File: config.mk
export PLATFORM = sky130hd
export DESIGN_NAME = sdram_init_refresh_ctrl
export DESIGN_NICKNAME = d
export VERILOG_FILES = /design/src/rtl/sdram_pkg.sv /design/src/rtl/sdr_cyc_timer.sv /design/src/rtl/sdram_init_refresh_ctrl.sv
export SDC_FILE = /design/constraint.sdc
export NUM_CORES = 1
export LEC_CHECK = 0
export ABC_AREA = 1
export CAP_MARGIN = 20
export CORE_MARGIN = 2
export CORE_UTILIZATION = 39
export CTS_CLUSTER_SIZE = 16
export DETAILED_ROUTE_END_ITERATION = 6
export PLACE_DENSITY_LB_ADDON = 0.15
export SLEW_MARGIN = 0
export SYNTH_ARGS = -nofsm -noshare
export SYNTH_HDL_FRONTEND = slang
export SYNTH_SLANG_ARGS = --single-unit
File: constraint.sdc
create_clock -name sdram_clk -period 1.8 [get_ports sdram_clk]
set_input_delay 0.45 -clock sdram_clk [delete_from_list [all_inputs] [get_ports sdram_clk]]
set_output_delay 0.45 -clock sdram_clk [all_outputs]
set_load 0.005 [all_outputs]
File: src/rtl/sdram_pkg.sv
// sdram_pkg: command encodings, controller state set and timing defaults shared
// by the SDRAM init/refresh controller and its cycle timer.
package sdram_pkg;

   // {cs_n, ras_n, cas_n, we_n}
   typedef enum logic [3:0] {
      CMD_NOP  = 4'b0111,
      CMD_PRE  = 4'b0010,
      CMD_AREF = 4'b0001,
      CMD_LMR  = 4'b0000
   } sdr_cmd_e;

   typedef enum logic [3:0] {
      S_PWR,
      S_PRE,
      S_WAIT_RP,
      S_AREF,
      S_WAIT_RFC,
      S_LMR,
      S_WAIT_MRD,
      S_IDLE,
      S_REF,
      S_REF_WAIT
   } sdr_state_e;

   localparam int unsigned T_INIT_CYC_DEF = 20000;
   localparam int unsigned T_RP_DEF       = 2;
   localparam int unsigned T_RFC_DEF      = 7;
   localparam int unsigned T_MRD_DEF      = 2;
   localparam int unsigned T_REFI_DEF     = 780;
   localparam int unsigned INIT_REF_DEF   = 2;
   localparam logic [12:0] MODE_REG_DEF   = 13'h033;

   // A10 high selects all banks for PRECHARGE
   localparam logic [12:0] ADDR_PRE_ALL   = 13'h0400;

   function automatic int unsigned max2(input int unsigned a, input int unsigned b);
      return (a > b) ? a : b;
   endfunction

endpackage

File: src/rtl/sdr_cyc_timer.sv
// sdr_cyc_timer: loadable down-counter shared by every timed wait state.
// start_i loads load_i; the count then decrements to zero and holds there.
module sdr_cyc_timer #(
   parameter int unsigned W = 16
) (
   input  logic         clk_i,
   input  logic         rst_ni,
   input  logic         start_i,
   input  logic [W-1:0] load_i,
   output logic         zero_o
);

   logic [W-1:0] cnt_q;
   logic [W-1:0] cnt_d;

   // next count: load has priority, otherwise count down and stick at zero
   always_comb begin
      cnt_d = cnt_q;
      if (start_i) begin
         cnt_d = load_i;
      end else if (cnt_q != '0) begin
         cnt_d = cnt_q - 1'b1;
      end
   end

   // count register
   always_ff @(posedge clk_i or negedge rst_ni) begin
      if (!rst_ni) begin
         cnt_q <= '0;
      end else begin
         cnt_q <= cnt_d;
      end
   end

   assign zero_o = (cnt_q == '0);

endmodule

File: src/rtl/sdram_init_refresh_ctrl.sv
// sdram_init_refresh_ctrl: SDRAM power-up init sequencer and auto-refresh scheduler.
// Optional feature macro SDR_REF_POSTPONE_EN: refresh debt counter up to 8 owed
// refreshes instead of a single pending flag.
//
// state      | meaning
// S_PWR      | power-up stable wait, NOP
// S_PRE      | PRECHARGE ALL (A10=1)
// S_WAIT_RP  | tRP NOPs
// S_AREF     | init AUTO REFRESH
// S_WAIT_RFC | tRFC NOPs, loop back until INIT_REF issued
// S_LMR      | LOAD MODE REGISTER
// S_WAIT_MRD | tMRD NOPs
// S_IDLE     | bus yielded to main engine, waiting for refresh grant
// S_REF      | runtime AUTO REFRESH
// S_REF_WAIT | tRFC NOPs, ref_done on the last one
module sdram_init_refresh_ctrl
   import sdram_pkg::*;
#(
   parameter int unsigned T_INIT_CYC = T_INIT_CYC_DEF,
   parameter int unsigned T_RP       = T_RP_DEF,
   parameter int unsigned T_RFC      = T_RFC_DEF,
   parameter int unsigned T_MRD      = T_MRD_DEF,
   parameter int unsigned T_REFI     = T_REFI_DEF,
   parameter int unsigned INIT_REF   = INIT_REF_DEF,
   parameter logic [12:0] MODE_REG   = MODE_REG_DEF
) (
   input  logic        sdram_clk,
   input  logic        RESETN,
   input  logic        ref_gnt,
   output logic        cmd_own,
   output logic        sdr_cs_n,
   output logic        sdr_ras_n,
   output logic        sdr_cas_n,
   output logic        sdr_we_n,
   output logic [1:0]  sdr_ba,
   output logic [12:0] sdr_addr,
   output logic        init_done,
   output logic        ref_req,
   output logic        ref_done,
   output logic        ref_overrun
);

   localparam int unsigned TMR_W  = $clog2(max2(max2(T_INIT_CYC, T_RFC), max2(T_RP, T_MRD))) + 1;
   localparam int unsigned IVL_W  = $clog2(T_REFI);
   localparam int unsigned IREF_W = $clog2(INIT_REF + 1);

`ifdef SDR_REF_POSTPONE_EN
   localparam int unsigned OWED_W = 4;
   localparam logic [OWED_W-1:0] OWED_MAX = 4'd8;
`else
   localparam int unsigned OWED_W = 1;
   localparam logic [OWED_W-1:0] OWED_MAX = 1'b1;
`endif

   sdr_state_e        state_q, state_d;
   sdr_cmd_e          cmd;
   logic              tmr_start;
   logic [TMR_W-1:0]  tmr_load;
   logic              tmr_zero;
   logic              pwr_arm_q;
   logic [IREF_W-1:0] init_ref_q;
   logic [IVL_W-1:0]  ivl_q, ivl_d;
   logic [OWED_W-1:0] owed_q, owed_d;
   logic              ovr_q, ovr_d;
   logic              ivl_wrap;
   logic              aref_issue;

   // Wait-state timer. Each wait lasts T-1 cycles after its command, so the
   // commanding state loads T-2 and the wait exits on the zero flag.
   sdr_cyc_timer #(.W(TMR_W)) u_timer (
      .clk_i   (sdram_clk),
      .rst_ni  (RESETN),
      .start_i (tmr_start),
      .load_i  (tmr_load),
      .zero_o  (tmr_zero)
   );

   // state register
   always_ff @(posedge sdram_clk or negedge RESETN) begin
      if (!RESETN) begin
         state_q <= S_PWR;
      end else begin
         state_q <= state_d;
      end
   end

   // next state and timer loads
   always_comb begin
      state_d   = state_q;
      tmr_start = 1'b0;
      tmr_load  = '0;
      case (state_q)
         S_PWR: begin
            // first S_PWR cycle arms the timer so the wait totals T_INIT_CYC cycles
            if (!pwr_arm_q) begin
               tmr_start = 1'b1;
               tmr_load  = TMR_W'(T_INIT_CYC - 2);
            end else if (tmr_zero) begin
               state_d = S_PRE;
            end
         end
         S_PRE: begin
            state_d   = S_WAIT_RP;
            tmr_start = 1'b1;
            tmr_load  = TMR_W'(T_RP - 2);
         end
         S_WAIT_RP:  if (tmr_zero) state_d = S_AREF;
         S_AREF: begin
            state_d   = S_WAIT_RFC;
            tmr_start = 1'b1;
            tmr_load  = TMR_W'(T_RFC - 2);
         end
         S_WAIT_RFC: begin
            if (tmr_zero) begin
               state_d = (init_ref_q == IREF_W'(INIT_REF)) ? S_LMR : S_AREF;
            end
         end
         S_LMR: begin
            state_d   = S_WAIT_MRD;
            tmr_start = 1'b1;
            tmr_load  = TMR_W'(T_MRD - 2);
         end
         S_WAIT_MRD: if (tmr_zero) state_d = S_IDLE;
         S_IDLE:     if (ref_req && ref_gnt) state_d = S_REF;
         S_REF: begin
            state_d   = S_REF_WAIT;
            tmr_start = 1'b1;
            tmr_load  = TMR_W'(T_RFC - 2);
         end
         S_REF_WAIT: if (tmr_zero) state_d = S_IDLE;
         default:    state_d = S_PWR;
      endcase
   end

   // command bus drive per state
   always_comb begin
      cmd      = CMD_NOP;
      cmd_own  = 1'b1;
      sdr_addr = '0;
      case (state_q)
         S_PRE: begin
            cmd      = CMD_PRE;
            sdr_addr = ADDR_PRE_ALL;
         end
         S_AREF, S_REF: cmd = CMD_AREF;
         S_LMR: begin
            cmd      = CMD_LMR;
            sdr_addr = MODE_REG;
         end
         S_IDLE:  cmd_own = 1'b0;
         default: ;
      endcase
   end

   assign {sdr_cs_n, sdr_ras_n, sdr_cas_n, sdr_we_n} = cmd;
   assign sdr_ba    = 2'b00;
   assign init_done = (state_q == S_IDLE) || (state_q == S_REF) || (state_q == S_REF_WAIT);
   assign ref_done  = (state_q == S_REF_WAIT) && tmr_zero;

   // init bookkeeping: power-up arm flag and count of init refreshes issued
   always_ff @(posedge sdram_clk or negedge RESETN) begin
      if (!RESETN) begin
         pwr_arm_q  <= 1'b0;
         init_ref_q <= '0;
      end else begin
         if (state_q == S_PWR) pwr_arm_q <= 1'b1;
         if (state_q == S_AREF) init_ref_q <= init_ref_q + 1'b1;
      end
   end

   assign ivl_wrap   = init_done && (ivl_q == IVL_W'(T_REFI - 1));
   assign aref_issue = (state_q == S_REF);

   // interval counter and refresh debt; a wrap coincident with an issue cancels out
   always_comb begin
      ivl_d  = '0;
      owed_d = owed_q;
      ovr_d  = ovr_q;
      if (init_done) begin
         ivl_d = ivl_wrap ? '0 : ivl_q + 1'b1;
      end
      if (ivl_wrap && !aref_issue) begin
         if (owed_q == OWED_MAX) begin
            ovr_d = 1'b1;
         end else begin
            owed_d = owed_q + 1'b1;
         end
      end else if (!ivl_wrap && aref_issue) begin
         owed_d = owed_q - 1'b1;
      end
   end

   // interval / debt registers
   always_ff @(posedge sdram_clk or negedge RESETN) begin
      if (!RESETN) begin
         ivl_q  <= '0;
         owed_q <= '0;
         ovr_q  <= 1'b0;
      end else begin
         ivl_q  <= ivl_d;
         owed_q <= owed_d;
         ovr_q  <= ovr_d;
      end
   end

   assign ref_req     = (owed_q != '0);
   assign ref_overrun = ovr_q;

endmodule

==> impl_results.rst <==
.. list-table::
   :header-rows: 1

   * - Metric
     - Value
   * - Minimum setup slack among reg-to-reg paths
     - 0.05 ns
   * - Ratio of total power to cell area
     - 477 nW/um^2
   * - Data required time of the worst path
     - 1.35 ns
   * - Number of hold violations in the final report
     - 0
   * - Switching fraction of total power
     - 21.6%
   * - Worst r2r path cells
     - 12
   * - Run status
     - complete, but fails checks
   * - Share of synthesized area occupied by flip-flops and latches
     - 39.5%
   * - IO Pins
     - 27
   * - Routed length per placed instance
     - 11.5 um
   * - Failing checks
     - setup timing
   * - First-pass iteration count of the detailed router
     - 6
   * - Count of buffers from port buffering
     - 15
   * - Count of vias placed by the detailed router
     - 2069
   * - Reg-to-reg startpoint
     - state_q[0]
   * - Initial antenna violation count
     - 0
   * - Cell at the root of the clock tree
     - sky130_fd_sc_hd__clkbuf_8
   * - Internal power consumption
     - 0.00121 W
   * - Flop and latch count out of synthesis
     - 35
   * - Global router's overall resource usage
     - 18.6%
   * - Clk Latency, worst-skew pair
     - 0.29 ns
   * - Setup repair after global routing missed its margin
     - yes
   * - Clock share of power
     - 47.0%
   * - Final critical-path share of the clock period
     - 103%
   * - Clock input transition at the sequential cells of the worst setup and hold paths
     - 0.08 ns
   * - Cell type with the largest total area after synthesis
     - sky130_fd_sc_hd__dfrtp_1
   * - Diode insertion count for antenna repair
     - 0
   * - Placed cell count
     - 424
   * - Total length of routed wires
     - 5220 um
   * - Maximum fanout encountered on the critical timing path
     - 4
   * - Detail Route Antenna Nets
     - 0
   * - Global-route wire length before repair
     - 9060 um
   * - Final #Nets
     - 389
   * - Mapped Avg Cell Area
     - 7.70 sq um
   * - Maximum buffer depth of the clock tree
     - 2
   * - Initial core utilization
     - 40.3%
   * - Ratio of cells with drive above 1 in the final layout
     - 39.4%
   * - CTS tree
     - yes
   * - Psw
     - 0.000333 W
   * - Startpoint Class
     - flip-flop
   * - DIE AREA
     - 6300 sq um
   * - Chip width
     - 79.4 um
   * - Worst Skew
     - 0.00437 ns
   * - Static power due to leakage
     - 1.59 nW
   * - Slowest CP cell
     - sky130_fd_sc_hd__dfrtp_2
   * - Most frequent cell on the critical path
     - sky130_fd_sc_hd__buf_6
   * - Pin count of the biggest net entering global routing
     - 36
   * - Part of the power in registers
     - 51.1%
   * - Count of routing violations after the opening detailed-route iteration
     - 63
   * - Core Rows
     - 27
   * - Final core area utilization
     - 58.5%
   * - Gpl congestion
     - 0.866
   * - Largest vdd supply drop
     - 0.335 mV
   * - Combinational Power Share
     - 1.9%
   * - Slowest stage delay, CP
     - 0.46 ns
   * - Setup Crit Path Kind
     - reg2out
   * - Worst Setup Slack, final
     - -0.0590 ns
   * - Num Clock Sinks
     - 35
   * - Via count of the first global-routing pass
     - 2042
   * - Number of pins exceeding their max-slew limit in the final report
     - 0
   * - Cell types with the largest area share after synthesis
     - sky130_fd_sc_hd__dfrtp_1 (40%), sky130_fd_sc_hd__nand2_1 (10%), sky130_fd_sc_hd__nor2_1 (7.1%), sky130_fd_sc_hd__nand3_1 (5.4%), sky130_fd_sc_hd__inv_1 (5.4%)
   * - Final number of setup-violating endpoints
     - 5
   * - Endpoint type of the worst setup path
     - primary output
   * - Synth Warn #
     - 0
   * - Count of fill cells added during filler insertion
     - 502
   * - Final HPWL DP
     - 3640 um
   * - Period minus WS final
     - 1.86 ns
   * - Yosys cell types
     - 34
   * - Final setup TNS
     - -0.160 ns
   * - Critical register-to-register path endpoint
     - ref_req
   * - Residual DRC count
     - 0
   * - CTS hold repair buffers
     - 0
   * - Share of the synthesized area in the top cell type
     - 39.5%
   * - Worst slack, placed
     - -0.220 ns
   * - Clock H-tree levels
     - 2
   * - Area delta synth->final
     - 45.3%
   * - Number of vias per cell
     - 4.55
   * - Path type of the worst min-delay path
     - in2async
   * - Highest achievable clock rate
     - 538 MHz
   * - Final cell count without fillers
     - 455
   * - Core region area
     - 5510 sq um
   * - WHS
     - 0.106 ns
   * - Max Cap Violations
     - 0
   * - Total clock buffers created by CTS
     - 5
   * - Global route total overflow
     - 0
   * - Height of the chip
     - 79.4 um
   * - Endpoint arrival time on the critical path
     - 1.41 ns
   * - Post-synthesis cell area
     - 2220 sq um
   * - Synthesized instance count
     - 288
   * - Cell-by-cell trace of the critical path
     - nor2_4, buf_6, buf_6, nand3_4, nor2_1, buf_2
layer usage:
| metal | part of all wire [%] | global-route usage, % | up-vias |
|---|---|---|---|
| met5 | 0 | 0 | - |
| met4 | 1.8 | 7.07 | 0 |
| met3 | 3.2 | 3.85 | 8 |
| met2 | 50 | 31.0 | 39 |
| met1 | 45 | 23.6 | 943 |
| li1 | - | - | 1079 |
metrics by stage:
step                cell area [sq um]  total power, W
floorplan                        2250        0.000824
global placement                 2800        0.000831
detailed placement               2800        0.000831
CTS                              3130         0.00156
global route                     3220         0.00159
finish                           3220         0.00154
cells by family after synthesis:
kind of cell               synth area share, %
buffers and inverters                     12.4
DFF                                       39.5
AOI/OAI and AO/OA                         5.47
xor gates and xnor gates                  5.14
other                                    0.169
and+or+nand+nor                           35.1
adders and majority gates                 2.26
cells in the mapped netlist:
master                     instances
sky130_fd_sc_hd__nand3b_1          2
sky130_fd_sc_hd__nand4_1           3
sky130_fd_sc_hd__a21o_1            1
sky130_fd_sc_hd__a21oi_1          10
sky130_fd_sc_hd__nor3_1            7
sky130_fd_sc_hd__a21oi_2           2
sky130_fd_sc_hd__nand3_1          24
sky130_fd_sc_hd__a31oi_1           1
sky130_fd_sc_hd__o21ai_0           3
sky130_fd_sc_hd__nor2_1           42
sky130_fd_sc_hd__nor2_4            2
sky130_fd_sc_hd__o21ai_2           2
sky130_fd_sc_hd__nand2_1          60
sky130_fd_sc_hd__nor3b_1           1
sky130_fd_sc_hd__nand2_4           1
sky130_fd_sc_hd__nand2_2           2
sky130_fd_sc_hd__conb_1            1
sky130_fd_sc_hd__nand3_4           1
sky130_fd_sc_hd__dfrtp_1          35
sky130_fd_sc_hd__nor2_2            7
sky130_fd_sc_hd__xnor2_1           3
sky130_fd_sc_hd__nor3_2            2
sky130_fd_sc_hd__or2_2             2
sky130_fd_sc_hd__o211ai_1          1
sky130_fd_sc_hd__xor2_1           10
sky130_fd_sc_hd__nand4_2           1
sky130_fd_sc_hd__ha_1              4
sky130_fd_sc_hd__inv_1            32
sky130_fd_sc_hd__nor4_1            1
sky130_fd_sc_hd__inv_2             4
sky130_fd_sc_hd__buf_12            1
sky130_fd_sc_hd__nand3_2           4
sky130_fd_sc_hd__inv_4             1
sky130_fd_sc_hd__buf_4            15
flip-flops by register name, summed over array words and instances (netlist names):
signal,count
init_ref_q,2
ref_req,1
u_timer.cnt_q,16
ivl_q,10
pwr_arm_q,1
ref_overrun,1
state_q,4
worst max-delay path, delay by kind of cell, from the launching register on:
family | cells | cell delay [ns]
simple gates | 3 | 0.33
flops | 1 | 0.46
buf+inv | 3 | 0.32
cells in the final DEF, fill, tap and decap left out, types with 4 or more instances in the layout:
| cell type | count |
|---|---|
| sky130_fd_sc_hd__nor3_1 | 6 |
| sky130_fd_sc_hd__clkbuf_8 | 5 |
| sky130_fd_sc_hd__nor2_2 | 8 |
| sky130_fd_sc_hd__xor2_1 | 10 |
| sky130_fd_sc_hd__nor2_4 | 7 |
| sky130_fd_sc_hd__buf_6 | 11 |
| sky130_fd_sc_hd__buf_2 | 8 |
| sky130_fd_sc_hd__nand2_2 | 4 |
| sky130_fd_sc_hd__nand3_4 | 6 |
| sky130_fd_sc_hd__dfrtp_1 | 32 |
| sky130_fd_sc_hd__a21oi_1 | 10 |
| sky130_fd_sc_hd__nand3_1 | 23 |
| sky130_fd_sc_hd__inv_1 | 26 |
| sky130_fd_sc_hd__nand2_1 | 56 |
| sky130_fd_sc_hd__nor2_1 | 36 |
| sky130_fd_sc_hd__conb_1 | 11 |
| sky130_fd_sc_hd__buf_4 | 67 |
| sky130_fd_sc_hd__inv_2 | 9 |
worst max path at each step:
| stage | from | to | slack (ns) | cells past startpoint |
|---|---|---|---|---|
| after global routing | u_timer.cnt_q[1] | ref_done | -0.14 | 7 |
| after detailed placement | u_timer.cnt_q[0] | ref_done | -0.22 | 7 |
| after floorplan | u_timer.cnt_q[0] | ref_done | 0.14 | 6 |
| after CTS | u_timer.cnt_q[1] | ref_done | -0.10 | 7 |
| final | state_q[1] | ref_done | -0.06 | 6 |
| after global placement | u_timer.cnt_q[0] | ref_done | -0.20 | 7 |
area by class of cell:
cell class	instances	area [sq um]	share of cell area [%]
tap	72	90.1	2.80
multi-input combinational	210	1230	38.3
clock buffer	5	68.8	2.14
inverter	37	144	4.47
sequential	35	880	27.3
timing repair buffer	93	762	23.7
clock inverter	3	43.8	1.36
power groups by stage:
stage          clock [W]  combinational (W)  sequential (W)
6_report        0.000723          0.0000290        0.000786
5_1_grt         0.000771          0.0000348        0.000785
4_1_cts         0.000746          0.0000303        0.000785
3_5_place_dp           0          0.0000303        0.000801
3_3_place_gp           0          0.0000303        0.000801
2_1_floorplan          0          0.0000223        0.000801
what timing repair did:
action / in CTS / in global routing
pin swaps: 12 / 7
setup endpoints to repair: 11 / 11
gates resized for setup: 77 / 14
buffers inserted: 18 / 5
Note: power is estimated with default switching activity, not from simulation.
==> patch, RTL diff (same flow settings) <==
Make the reset (`RESETN` and `rst_ni`) synchronous in 4 clocked blocks.
--- a/src/rtl/sdr_cyc_timer.sv
+++ b/src/rtl/sdr_cyc_timer.sv
@@ -24,7 +24,7 @@
    end
 
    // count register
-   always_ff @(posedge clk_i or negedge rst_ni) begin
+   always_ff @(posedge clk_i) begin
       if (!rst_ni) begin
          cnt_q <= '0;
       end else begin
--- a/src/rtl/sdram_init_refresh_ctrl.sv
+++ b/src/rtl/sdram_init_refresh_ctrl.sv
@@ -76,7 +76,7 @@
    );
 
    // state register
-   always_ff @(posedge sdram_clk or negedge RESETN) begin
+   always_ff @(posedge sdram_clk) begin
       if (!RESETN) begin
          state_q <= S_PWR;
       end else begin
@@ -158,7 +158,7 @@
    assign ref_done  = (state_q == S_REF_WAIT) && tmr_zero;
 
    // init bookkeeping: power-up arm flag and count of init refreshes issued
-   always_ff @(posedge sdram_clk or negedge RESETN) begin
+   always_ff @(posedge sdram_clk) begin
       if (!RESETN) begin
          pwr_arm_q  <= 1'b0;
          init_ref_q <= '0;
@@ -191,7 +191,7 @@
    end
 
    // interval / debt registers
-   always_ff @(posedge sdram_clk or negedge RESETN) begin
+   always_ff @(posedge sdram_clk) begin
       if (!RESETN) begin
          ivl_q  <= '0;
          owed_q <= '0;
Behaviour: no difference found for any inputs over 10 cycles, from zero or initial values and one cycle with RESETN low; that may be too few to reach the edited logic, so the function may still have changed.
==> patch against the original RTL <==
Worst setup slack gained 0.088 ns; sequential cell count unchanged; utilization shrank 4.3 points; largest cell class unchanged; highest routed layer unchanged; sequential share of layout area fell by 3.2 points; wire length shrank 5.2%; synthesized area down 0.45%; cell area down 8.0%.
Power is left out: it rests on default switching activity, and per cell area and clock period it moved more than threefold.
==> patch: results (changes against the original RTL) <==
----------------------------------------------------
[Run status]
  Status ... complete, no violations (was finished, violations left)

[Clock network]
  Clock-pin slew on the worst setup and hold paths ... 0.07 ns
  Buffer type at the clock tree root ... clkbuf_8 (unchanged)
  Clock latency on the worst-skew pair ... 0.29 ns (about the same)
  Max H-tree Level ... 2 (unchanged)
  Number of buffers created by CTS ... 5 (unchanged)

[Hold path]
  Hold Path Class ... flop to flop (was primary input to async pin)

[GRT]
  Number of antenna violations at the first check in global routing ... 0 (unchanged)
  Maximum number of pins on one net before global-route repair ... 12 (was 36)
  Wire length of the first global-routing pass ... 8.45 mm (was 9.06 mm)
  Total routing usage reported by global routing ... 0.172 (was 0.186)
  Number of global-route vias before repair ... 1909 (was 2042)

[Logic synthesis]
  Async S/R FF share, synth ... 0 (was 1.00)
  Mux share of post-synthesis cell area ... 0 (unchanged)
  XOR/XNOR share of the synthesized area ... 0.0317 (was 0.0514)
  Part of the Yosys area used for sequential elements ... 0.317 (was 0.395)
  YS warnings ... 0 (unchanged)
  Adder and majority gate portion of the synthesized area ... 0.0227 (was 0.0226)
  Synthesized-area fraction occupied by ao, oa, aoi and oai cells ... 0.0896 (was 0.0547)
  Leading cell types by total area after synthesis ... dfxtp_1 (32%), nand2_1 (9.9%), nor2_1 (7.0%) (was dfrtp_1 (40%), nand2_1 (10%), nor2_1 (7.1%))
  Leading register cell type out of synthesis ... dfxtp_1 (was dfrtp_1)
  Commonest cells in the synthesized netlist ... nand2_1 (58), nor2_1 (41), inv_1 (38) (was nand2_1 (60), nor2_1 (42), dfrtp_1 (35))

[Route]
  First drt pass iteration count ... 4 (was 6)
  Count of vias placed by the detailed router ... 2051 (was 2069)
  Iter 0 DRT Violations ... 65 (was 63)
  Wirelength per Cell ... 10.8 um (was 11.5 um)

[Place]
  Final HPWL from detailed placement ... 3.78 mm (was 3.64 mm)
  Worst setup timing slack at the placement stage ... -0.142 ns (was -0.220 ns)
  Final estimated routing congestion in global placement ... 0.790 (was 0.866)
  Quantity of I/O buffers inserted on ports ... 15 (unchanged)
  Placed standard-cell area ... 0.00276 mm^2 (was 0.00280 mm^2)

[Setup path]
  Arrival time of the worst setup path ... 1.32 ns (was 1.41 ns)
  Critical path peak fanout ... 5 (was 4)
  Max stage delay on crit path ... 0.37 ns (was 0.46 ns)
  Worst-path cell with the longest stage delay ... dfxtp_4 (was dfrtp_2)

[Final layout]
  Layout cells sized above 1 ... 0.326 (was 0.394)
  Fill cell count ... 546 (was 502)
  Layout net count ... 392 (was 389)

[Timing]
  Final Skew ... 0.00534 ns (was 0.00437 ns)

----------------------------------------------------
## patch: worst register-to-register path, delay by kind of cell, from the launching register on
kind / cells / cell delay [ns]
AO/OA/AOI/OAI: 1 / 0.29
AND/OR/NAND/NOR: 5 / 0.35
buffers and inverters: 6 / 0.56
flip-flops: 1 / 0.40
## patch: worst paths after layout
path         cells after the start  slack, ns  startpoint                 to
max                              6       0.03  state_q[2]           ref_done
min reg2reg                      1       0.45    ivl_q[0]           ivl_q[0]
max reg2reg                     12       0.09  state_q[1]  u_timer.cnt_q[14]
min                              1       0.45    ivl_q[0]           ivl_q[0]
## patch: final cells by class
cell class	count	area, um^2	share of cell area
multi-input combinational	221	1280	0.433
sequential	35	716	0.241
timing repair buffer	74	597	0.201
inverter	48	193	0.0650
tap	72	90.1	0.0304
clock buffer	6	72.6	0.0245
clock inverter	2	12.5	0.00422
## patch: stage by stage
step / std cells / setup TNS [ns]
2_1_floorplan: 322 / 0
3_3_place_gp: 445 / -0.153
3_5_place_dp: 445 / -0.216
4_1_cts: 459 / -0.0689
5_1_grt: 458 / -0.0595
6_report: 458 / 0
## patch: logic make-up (layout without fill, tap and decap cells)
logic type      after synthesis  after routing
compound gates               35             35
xor+xnor                      8              8
other cells                   1             11
simple gates                163            163
fa+ha+maj                     4              4
buf+inv                      66            130
flops                        35             35
## patch: repair_timing
action / in CTS / in global routing
pin swaps: 6 / 7
resized for setup: 37 / 25
endpoints found under the hold margin: 0 / 0
setup buffers: 6 / 0
setup endpoints to repair: 11 / 10
## patch: layer usage
metal / track usage / up-vias / routed length [um]
li1: - / 1116 / -
met1: 0.208 / 907 / 2320
met2: 0.306 / 23 / 2460
met3: 0.0341 / 5 / 114
met4: 0.0517 / 0 / 48
met5: 0 / - / 0
